File: src/rtl/pong_match_ctrl_pkg.sv
// Shared definitions for the Pong match sequencer: FSM state encodings
// and serve direction values.
package pong_match_ctrl_pkg;

    typedef enum logic [2:0] {
        ST_IDLE  = 3'd0,
        ST_SERVE = 3'd1,
        ST_PLAY  = 3'd2,
        ST_POINT = 3'd3,
        ST_OVER  = 3'd4
    } state_t;

    localparam logic DIR_LEFT  = 1'b0;
    localparam logic DIR_RIGHT = 1'b1;

endpackage

File: src/rtl/pong_match_ctrl_serve_timer.sv
// Frame counter for the pause before a serve: counts enabled frame ticks
// and flags the last frame of the serve delay.
module pong_match_ctrl_serve_timer #(
    parameter int DLY_W        = 7,
    parameter int SERVE_FRAMES = 60
) (
    input  logic clk,
    input  logic reset_n,
    input  logic clr,
    input  logic en,
    output logic terminal
);

    logic [DLY_W-1:0] count;

    always_ff @(posedge clk or negedge reset_n) begin
        if (!reset_n) begin
            count <= '0;
        end else if (clr) begin
            count <= '0;
        end else if (en) begin
            count <= count + 1'b1;
        end
    end

    assign terminal = (count == DLY_W'(SERVE_FRAMES - 1));

endmodule

File: src/rtl/pong_match_ctrl.sv
// Match-level sequencer for Pong: gates ball motion, times the serve pause,
// keeps both scores and declares the winner.
//
// state | meaning
// IDLE  | waiting for start, ball held at centre
// SERVE | ball at centre, counting frames before release
// PLAY  | ball moving, watching for misses
// POINT | one cycle to award the point and pick the next state
// OVER  | match finished, scores and winner held
module pong_match_ctrl
    import pong_match_ctrl_pkg::*;
#(
    parameter int SCORE_W      = 4,
    parameter int WIN_SCORE    = 7,
    parameter int SERVE_FRAMES = 60,
    parameter int DLY_W        = 7
) (
    input  logic               clk,
    input  logic               reset_n,
    input  logic               frame_tick,
    input  logic               start_btn,
    input  logic               miss_left,
    input  logic               miss_right,
    output logic               ball_en,
    output logic               ball_home,
    output logic               serve_dir,
    output logic [SCORE_W-1:0] score_l,
    output logic [SCORE_W-1:0] score_r,
    output logic               point_pulse,
    output logic               game_over,
    output logic               winner
);

    state_t state, state_nx;

    logic               timer_clr, timer_en, timer_done;
    logic               scorer_q, scorer_nx;  // 1 = right player scored
    logic [SCORE_W-1:0] score_l_nx, score_r_nx;
    logic [SCORE_W-1:0] base_score, inc_score;
    logic               serve_dir_nx, winner_nx;

    assign timer_en  = (state == ST_SERVE) && frame_tick;
    assign timer_clr = (state != ST_SERVE) || (frame_tick && timer_done);

    pong_match_ctrl_serve_timer #(
        .DLY_W       (DLY_W),
        .SERVE_FRAMES(SERVE_FRAMES)
    ) u_serve_timer (
        .clk     (clk),
        .reset_n (reset_n),
        .clr     (timer_clr),
        .en      (timer_en),
        .terminal(timer_done)
    );

    always_comb begin
        state_nx     = state;
        score_l_nx   = score_l;
        score_r_nx   = score_r;
        serve_dir_nx = serve_dir;
        winner_nx    = winner;
        scorer_nx    = scorer_q;
        base_score   = scorer_q ? score_r : score_l;
        inc_score    = (base_score >= SCORE_W'(WIN_SCORE)) ? SCORE_W'(WIN_SCORE)
                                                           : base_score + 1'b1;
        case (state)
            ST_IDLE: begin
                if (start_btn) begin
                    state_nx   = ST_SERVE;
                    score_l_nx = '0;
                    score_r_nx = '0;
                end
            end
            ST_SERVE: begin
                if (frame_tick && timer_done) state_nx = ST_PLAY;
            end
            ST_PLAY: begin
                // simultaneous misses are a replay, not a point
                if (miss_left && miss_right) begin
                    state_nx = ST_SERVE;
                end else if (miss_left) begin
                    state_nx  = ST_POINT;
                    scorer_nx = 1'b1;
                end else if (miss_right) begin
                    state_nx  = ST_POINT;
                    scorer_nx = 1'b0;
                end
            end
            ST_POINT: begin
                if (scorer_q) begin
                    score_r_nx   = inc_score;
                    serve_dir_nx = DIR_LEFT;
                end else begin
                    score_l_nx   = inc_score;
                    serve_dir_nx = DIR_RIGHT;
                end
                if (inc_score == SCORE_W'(WIN_SCORE)) begin
                    state_nx  = ST_OVER;
                    winner_nx = scorer_q;
                end else begin
                    state_nx = ST_SERVE;
                end
            end
            ST_OVER: begin
                if (start_btn) begin
                    state_nx     = ST_SERVE;
                    score_l_nx   = '0;
                    score_r_nx   = '0;
                    serve_dir_nx = DIR_LEFT;
                end
            end
            default: state_nx = ST_IDLE;
        endcase
    end

    always_ff @(posedge clk or negedge reset_n) begin
        if (!reset_n) begin
            state       <= ST_IDLE;
            score_l     <= '0;
            score_r     <= '0;
            serve_dir   <= DIR_LEFT;
            winner      <= 1'b0;
            scorer_q    <= 1'b0;
            ball_en     <= 1'b0;
            ball_home   <= 1'b1;
            point_pulse <= 1'b0;
            game_over   <= 1'b0;
        end else begin
            state       <= state_nx;
            score_l     <= score_l_nx;
            score_r     <= score_r_nx;
            serve_dir   <= serve_dir_nx;
            winner      <= winner_nx;
            scorer_q    <= scorer_nx;
            ball_en     <= (state_nx == ST_PLAY);
            ball_home   <= (state_nx == ST_IDLE) || (state_nx == ST_SERVE) ||
                           (state_nx == ST_OVER);
            point_pulse <= (state == ST_POINT);
            game_over   <= (state_nx == ST_OVER);
        end
    end

endmodule
File: config.mk
export PLATFORM = sky130hd
export DESIGN_NAME = pong_match_ctrl
export DESIGN_NICKNAME = d
export VERILOG_FILES = /design/src/rtl/pong_match_ctrl_pkg.sv /design/src/rtl/pong_match_ctrl_serve_timer.sv /design/src/rtl/pong_match_ctrl.sv
export SDC_FILE = /design/constraint.sdc
export NUM_CORES = 1
export LEC_CHECK = 0
export CAP_MARGIN = 15
export CELL_PAD_IN_SITES_DETAIL_PLACEMENT = 2
export CELL_PAD_IN_SITES_GLOBAL_PLACEMENT = 2
export CORE_AREA = 2 2 64 66
export DETAILED_ROUTE_END_ITERATION = 7
export DIE_AREA = 0 0 66 68
export GPL_TIMING_DRIVEN = 1
export PLACE_DENSITY = 0.84
export SLEW_MARGIN = 20
export SYNTH_ARGS = -nofsm -noshare
export SYNTH_HDL_FRONTEND = slang
export SYNTH_SLANG_ARGS = --single-unit
File: constraint.sdc
create_clock -name clk -period 2.7 [get_ports clk]
set_input_delay 0.27 -clock clk [delete_from_list [all_inputs] [get_ports clk]]
set_output_delay 0.27 -clock clk [all_outputs]
set_load 0.02 [all_outputs]
; Word level (Yosys, flattened, before mapping)
; Cells that the tools add are included.
[op_classes]
add_sub_neg = 2
n_lt_le_gt_ge = 1
eq_ne = 14
muxes = 21
n_bitwise = 1
reduce_logical = 18
[op_table]
columns = operator, count
row1 = $mux 4, 5
row2 = $mux 3, 6
row3 = $pmux 4 s2, 2
row4 = $mux 7, 2
row5 = $pmux 3 s4, 1
row6 = $eq 3x2->1 const B, 3
row7 = $reduce_and 3->1, 3
row8 = $reduce_bool 2->1, 4
row9 = $add 7x1->7 const B, 1
row10 = $eq 7x6->1 const B, 1
row11 = $eq 3x1->1 const B, 2
row12 = $eq 3x3->1 const B, 2
row13 = $logic_not 3->1, 2
row14 = $ne 2x2->1 const B, 3
row15 = $add 4x1->4 const B, 1
row16 = $eq 4x3->1 const B, 1
row17 = $ge 4x3->1 const B, 1
row18 = $mux 1, 4
row19 = $reduce_and 2->1, 2
row20 = $logic_and 1x1->1, 3
row21 = $logic_or 1x1->1, 3
row22 = $ne 3x1->1 const B, 1
row23 = $ne 2x1->1 const B, 1
row24 = $pmux 1 s2, 1
row25 = other kinds (2), 2
[totals]
register_bits = 25
wordCells = 68

; Longest topological paths before layout
; Gate-level depths: netlist of the first run.
[logic_depth]
depth_word = 9
mapped_depth = 8
depth_no_buf = 7

; Modules after synthesis
; Synthesis of the first run repeated with hierarchy kept, for this count alone.
[unflattened]
hier_cells = 108
area_unflattened_um2 = 1231.2
[by_module_without_submodules]
columns = module, n_inst, cells_each, area_per_inst_um2, seq_area_each_um2
row1 = pong_match_ctrl, 1, 76, 898.4, 451.7
row2 = pong_match_ctrl_serve_timer, 1, 32, 332.8, 175.2

; Worst setup path after synthesis of the first run
; No wires, ideal clock.
[synth_path]
kind = register to register
from = register scorer_q
to = register winner
setup_time_ns = 0.125
arrival_time_ns = 1.887
t_required_ns = 2.575
setup_slack_ns = 0.688
path_stages_with_launch = 9
synth_period_minus_slack_ns = 2.012
path_cell_list = dfrtp_1 > buf_6 > mux2i_1 > inv_1 > ha_1 > or4_4 > o41ai_2 > a211oi_4 > mux2_4
[synth_between]
elab_chain_cells = 5
word_cells_on_any_way = 6
classes_between = add/sub: 1 / order compare: 1 / eq/ne: 1 / mux: 2 / reduce/logical: 1
[synth_rtl]
columns = item, line_no
row1 = "start, declared", pong_match_ctrl.sv:37  ; logic scorer_q, scorer_nx;
row2 = "start signal, assigned", pong_match_ctrl.sv:134  ; scorer_q <= scorer_nx;
row3 = $mux 4, pong_match_ctrl.sv:63  ; base_score = scorer_q ? score_r : score_l;
row4 = $add 4x1->4 / $ge 4x3->1 (equally long branches), "pong_match_ctrl.sv:65, pong_match_ctrl.sv:64"
row5 = $mux 4, pong_match_ctrl.sv:64  ; inc_score = (base_score >= SCORE_W'(WIN_SCORE)) ? SCORE_W'(WIN_SCORE)
row6 = $eq 4x3->1, pong_match_ctrl.sv:97  ; if (inc_score == SCORE_W'(WIN_SCORE)) begin
row7 = $reduce_and 2->1 (no source line), n/a
row8 = "end signal, assigned", pong_match_ctrl.sv:133  ; winner <= winner_nx;
row9 = "end, declared", pong_match_ctrl.sv:31  ; output logic winner
; Parallel ways exist; a longest one is shown, timed or not.
; A chain may end at the register's enable or synchronous reset.

; Worst setup path after layout of the first run
[layout_path]
from = register scorer_q
to = register score_r[2]
[layout_between]
elab_chain_cells = 5
word_cells_on_any_way = 8
classes_between = add/sub: 1 / order compare: 1 / eq/ne: 1 / mux: 4 / reduce/logical: 1
[layout_rtl]
columns = item, line_no
row1 = $mux 4, pong_match_ctrl.sv:63
row2 = $add 4x1->4 / $ge 4x3->1 (equally long branches), "pong_match_ctrl.sv:65, pong_match_ctrl.sv:64"
row3 = $mux 4, pong_match_ctrl.sv:64
row4 = $mux 4, pong_match_ctrl.sv:90  ; if (scorer_q) begin
row5 = $pmux 4 s2, pong_match_ctrl.sv:66  ; case (state)
row6 = "end signal, assigned", pong_match_ctrl.sv:131  ; score_r <= score_r_nx;
row7 = "end, declared", pong_match_ctrl.sv:28  ; output logic [SCORE_W-1:0] score_r,
; Parallel ways exist; a longest one is shown, timed or not. The select of a mux whose other input is x is not followed.

==> results of run 1 <==
## cell families after synthesis
kind of cell	count (synthesis)	share of synthesized area [%]
compound gates	27	17.7
xor+xnor	2	1.39
fa+ha+maj	3	2.98
buf+inv	9	3.28
flops	25	49.8
mux	13	11.8
simple gates	30	13.0
## cell usage after synthesis
library cell,n,area [µm²]
a31o_2,2,17.5
buf_6,1,11.3
a22o_1,1,8.76
mux2i_1,1,10.0
inv_2,1,3.75
xnor2_1,2,17.5
nor2b_1,1,6.26
nand2_1,8,30.0
inv_1,7,26.3
nor3_1,1,5.00
o21bai_1,1,7.51
a21boi_0,1,7.51
o21ai_1,1,5.00
o41ai_4,1,27.5
o22ai_1,1,6.26
o211ai_1,1,7.51
a21oi_1,7,35.0
o31ai_1,1,7.51
mux2_2,11,124
a211oi_1,1,7.51
nand3_1,5,25.0
dfstp_2,1,26.3
a211oi_4,1,20.0
a21o_2,1,8.76
o41ai_2,1,16.3
or3_1,3,18.8
dfrtp_1,24,601
nor4b_2,1,15.0
a21boi_2,1,11.3
a2111oi_0,1,8.76
nor2_1,6,22.5
nor4b_1,1,8.76
nor4_1,1,6.26
or4_4,1,11.3
mux2_4,1,15.0
o21ai_0,4,20.0
nor3b_1,2,15.0
ha_1,3,37.5
## registers in the layout, indices dropped and copies added (netlist names)
register,flops
u_serve_timer.count,7
score_l,4
score_r,4
state,3
ball_en,1
ball_home,1
game_over,1
point_pulse,1
scorer_q,1
serve_dir,1
winner,1
## report_power, final
group	internal, mW	switching (mW)	total, mW
Sequential	0.449	0.0864	0.536
Combinational	0.240	0.273	0.513
Clock	0.104	0.129	0.233
## layout by cell type (no fill, tap or decap), types with 2 or more instances in the layout
| master | instances |
|---|---|
| ha_1 | 3 |
| xnor2_1 | 2 |
| o21ai_0 | 4 |
| clkbuf_8 | 3 |
| or3_1 | 3 |
| inv_1 | 7 |
| nand2_1 | 8 |
| a31o_2 | 2 |
| a21oi_1 | 7 |
| nand3_1 | 5 |
| nor3b_1 | 2 |
| mux2_2 | 11 |
| nor2_1 | 6 |
| clkdlybuf4s50_1 | 19 |
| dfrtp_1 | 24 |
## metrics by stage
stage	area, µm²	util, %	hold WS (ns)	power [mW]
global placement	1510	39.1	0.515	1.01
detailed placement	1510	39.1	0.512	1.06
CTS	1550	40.3	0.467	1.29
finish	1550	40.3	0.434	1.28
floorplan	1260	-	-0.0256	0.840
global route	1550	40.3	0.482	1.38
## final timing paths
| check | slack (ns) | depth (start not counted) | to |
|---|---|---|---|
| min in group clk | 0.54 | 1 | winner |
| setup reg to reg | 0.27 | 7 | score_r[2] |
| hold reg to reg | 0.54 | 1 | winner |
| max in group asynchronous | 1.63 | 2 | u_serve_timer.count[3] |
| hold / removal | 0.43 | 1 | u_serve_timer.count[6] |
| setup / recovery | 0.27 | 7 | score_r[2] |
## final cells by class
class / count / area [µm²]
clock buffer: 3 / 41.3
clock inverter: 1 / 5.00
fill: 441 / 2300
inverter: 8 / 30.0
multi-input combinational: 75 / 591
sequential: 25 / 627
tap: 50 / 62.6
timing repair buffer: 20 / 198
## per-layer routing
layer / track usage, % / vias to the layer above / share of wire (%) / routed length, µm
li1: - / 439 / - / -
met1: 18.7 / 481 / 40 / 1290
met2: 30.8 / 22 / 55 / 1790
met3: 2.96 / 9 / 2.7 / 89
met4: 4.85 / 0 / 2.2 / 72
met5: 0 / - / 0 / 0
==> flow_metrics.tcl, run 1 <==
set metrics [dict create \
    fp.dieH_um 68 \
    timing.critical_path.cells "mux2i_1 -> inv_1 -> ha_1 -> or4_4 -> o41ai_2 -> nor2_1 -> mux2_2" \
    cp_slowest_cell "dfrtp_1" \
    preCtsSetupSlack_ns 0.294 \
    gr-total-overflow 0 \
    p_leak_nw 0.645 \
    grt_pass1_vias 1102 \
    finalWorstSetupSlack_ns 0.270 \
    postCtsSetupBuffers 0 \
    grtUsageTotal_pct 16.3 \
    grt_setup_unrepaired "false" \
    dp_hpwl_um 2520 \
    io_pins 20 \
    hold_path_class "in2async" \
    cts_buffer_depth 2 \
    cts_sinks 25 \
    core_area_mm2 0.00386 \
    detailroute.via_count 951 \
    viasPerCell 5.23 \
    wirelength_um 3240 \
    rows 23 \
    crit_required_ns 2.87 \
    outcome "finished, final reports clean" \
    p_per_area_mw_per_mm2 825 \
    cts_resized 0 \
    insertion_delay_ns 0.27 \
    area_growth_pct 23.5 \
    arrival_ns 2.60 \
    diodes 0 \
    cp_top_family "multiplexers" \
    drive_above_1_share_pct 21.2 \
    clock-root-buffer "clkbuf_8" \
    grt_pass1_wl_um 5440 \
    timing.slew.headroom_pct 49.1 \
    worstMarginPinSlew_ns 0.761 \
    cp-start-kind "register" \
    clk_pin_slew_ns 0.09 \
    syn_inst 109 \
    h-tree-depth 1 \
    fp.dieArea_mm2 0.00449 \
    crit_path_max_incr_delay_ns 0.56 \
    drc_errors 0 \
    syn_nets 118 \
    crit_type "reg2reg" \
    yosysWarningCount 0 \
    ys_ff_latch 25 \
    fin_skew_ns 0.00418 \
    drt_first_pass_iters 4 \
    cp_num_buf_inv 1 \
    die_w_um 66 \
    cts_tree "done" \
    worst_ir_drop_vdd_mv 0.399 \
    maxSlewViolCount 0 \
    final_cell_count_no_fill 182 \
    cp_max_fo 10 \
    cts_hold_buf 0 \
    cts-buffers-inserted 3 \
    gp_congestion 0.780 \
    min_period_ns 2.43 \
    r2r-start "scorer_q" \
    setup_violations 0 \
    cp-startpoint "scorer_q" \
    dp.cells 178 \
    detail-route-antenna-nets 0 \
    grt_max_degree 17 \
    seq_area_frac_synth_pct 49.8 \
    wl_per_cell_um 17.8 \
    syn-mean-instance-area_um2 11.5 \
    post-route-period-util_pct 90.0 \
    hold_viol_final 0 \
    fmax_mhz 411 \
    fin_nets 142 \
    antenna_found_initial 0 \
    portBuffers 19 \
    syn_area_mm2 0.00126 \
    endpoint_kind "register" \
    tns_ns 0 \
    ys_types 38 \
    drtIter0Drc 14 \
    start_util_pct 32.6 \
    max_cap_viol_count 0 \
]
Power figures use the tool's default switching activity.
==> inputs of run 2 (changes only) <==
==> constraint.sdc (replaced) <==
create_clock -name clk -period 2.3 [get_ports clk]
set_input_delay 0.23 -clock clk [delete_from_list [all_inputs] [get_ports clk]]
set_output_delay 0.23 -clock clk [all_outputs]
set_load 0.02 [all_outputs]
==> flow_metrics.tcl, run 2 (synthesis results as in run 1) <==
set metrics [dict create \
    post-route-period-util_pct 95.5 \
    switching_power_uw 570 \
    grt_pass1_wl_um 5550 \
    top_regs "u_serve_timer.count x7, score_l x4, score_r x4" \
    crit_required_ns 2.46 \
    cp_max_fo 4 \
    drc_errors 0 \
    cts_sinks 25 \
    top_register "u_serve_timer.count" \
    drive_above_1_share_pct 24.3 \
    cts_tree "done" \
    multi_input_area_um2 601 \
    viasPerCell 5.24 \
    switching_share_pct 37.7 \
    combPwrFrac_pct 40.6 \
    outcome "finished, final reports clean" \
    worstMarginPinSlew_ns 0.594 \
    final-seq-area_um2 627 \
    fin_skew_ns 0.00242 \
    r2r-start "scorer_q" \
    io_pins 20 \
    drtIter0Drc 20 \
    reg2reg_slack_ns 0.10 \
    portBuffers 19 \
    layout_common_cells "dfrtp_1 (24), clkdlybuf4s50_1 (19), mux2_2 (11)" \
    fin_nets 146 \
    timing.slew.headroom_pct 60.3 \
    min_period_ns 2.20 \
    hold_viol_final 0 \
    grt_max_degree 26 \
    tns_ns 0 \
    p_per_area_mw_per_mm2 949 \
    clk_pin_slew_ns 0.09 \
    hold_path_class "in2async" \
    p_leak_nw 0.668 \
    antenna_found_initial 0 \
    wl_per_cell_um 17.6 \
    max_cap_viol_count 0 \
    drt_first_pass_iters 4 \
    endpoint_kind "register" \
    detail-route-antenna-nets 0 \
    largest_register_ffs 7 \
    grtUsageTotal_pct 16.2 \
    nFillCells 425 \
    r2r_cells 7 \
    cts-buffers-inserted 3 \
    gr-total-overflow 0 \
    setup_violations 0 \
    maxSlewViolCount 0 \
    gp_congestion 0.811 \
    h-tree-depth 1 \
    pwr-share-seq_pct 42.0 \
    dp_hpwl_um 2530 \
    busiest_layer "met2" \
    die_w_um 66 \
    arrival_ns 2.36 \
    insertion_delay_ns 0.27 \
    wirelength_um 3280 \
    worst_ir_drop_vdd_mv 0.472 \
    detailroute.via_count 975 \
    met2_usage_pct 33.0 \
    cts_buffer_depth 2 \
    rows 23 \
    cts_hold_buf 0 \
    place_area_mm2 0.00154 \
    met3_usage_pct 2.63 \
    intPower_uw 942 \
    grt_pass1_vias 1139 \
    fp.dieH_um 68 \
    final_area_mm2 0.00159 \
    start_util_pct 32.6 \
    area_growth_pct 26.5 \
    r2r-end "score_r[2]" \
    final_common_cell "dfrtp_1" \
    clock-root-buffer "clkbuf_8" \
    cp-start-kind "register" \
    clkPwrFrac_pct 17.4 \
    diodes 0 \
    crit_type "reg2reg" \
    fmax_mhz 455 \
    use_met1_pct 18.4 \
    fp.dieArea_mm2 0.00449 \
    cp-startpoint "scorer_q" \
    core_area_mm2 0.00386 \
]
run 2: cell types whose count changed in the layout (fill, tap and decap cells not counted):
| cell | change |
|---|---|
| buf_4 | +4 |
| clkbuf_1 | +1 |
| clkinv_2 | -1 |
| mux2i_1 | -1 |
| mux2i_2 | +1 |
| nor4b_1 | -1 |
| nor4b_2 | +1 |
run 2: how the worst max path moves through the flow:
stage | end | slack (ns) | cells past startpoint
detailed placement | score_r[3] | 0.11 | 7
finish | score_r[2] | 0.10 | 7
CTS | score_r[3] | 0.08 | 7
global placement | winner | 0.28 | 7
floorplan | winner | 0.29 | 8
global route | score_l[2] | -0.02 | 7
run 2: stage by stage:
stage                     hold slack, ns  setup slack [ns]  std cells  power [mW]  util, %
final                              0.328             0.103        186        1.51     41.3
after global routing               0.349           -0.0242        186        1.61     41.3
after CTS                          0.343            0.0837        186        1.52     41.0
after detailed placement           0.517             0.106        182        1.24     39.9
after global placement             0.501             0.276        182        1.19     39.9
after floorplan                  -0.0656             0.288        109       0.986        -
run 2: timing repair:
item | CTS | global route
resized for setup | 0 | 2
hold endpoints to repair | 0 | 0
setup endpoints to repair | 0 | 4
buffers inserted | 0 | 0
run 2: cell type report:
type / count / share of cell area (%)
sequential: 25 / 39.4
multi-input combinational: 75 / 37.7
timing repair buffer: 24 / 14.3
tap: 50 / 3.93
clock buffer: 4 / 2.83
inverter: 8 / 1.89
run 2: power by group through the flow:
| stage | logic (mW) | registers (mW) | clock network (mW) |
|---|---|---|---|
| after global placement | 0.565 | 0.629 | 0 |
| final | 0.614 | 0.635 | 0.263 |
| after CTS | 0.611 | 0.631 | 0.278 |
| after floorplan | 0.300 | 0.686 | 0 |
| after global routing | 0.671 | 0.649 | 0.294 |
| after detailed placement | 0.606 | 0.638 | 0 |
run 2: layer usage:
| layer | part of all wire, % | vias to the layer above |
|---|---|---|
| li1 | - | 452 |
| met1 | 39 | 503 |
| met2 | 59 | 18 |
| met3 | 1.9 | 2 |
| met4 | 0.27 | 0 |
| met5 | 0 | - |
run 2: worst max-delay path: stages (launching register included):
cell and delay, ns:
dfrtp_1 0.42, mux2i_2 0.35, inv_1 0.11, ha_1 0.26, or4_4 0.43, o41ai_2 0.12, nor2_1 0.11, mux2_2 0.28
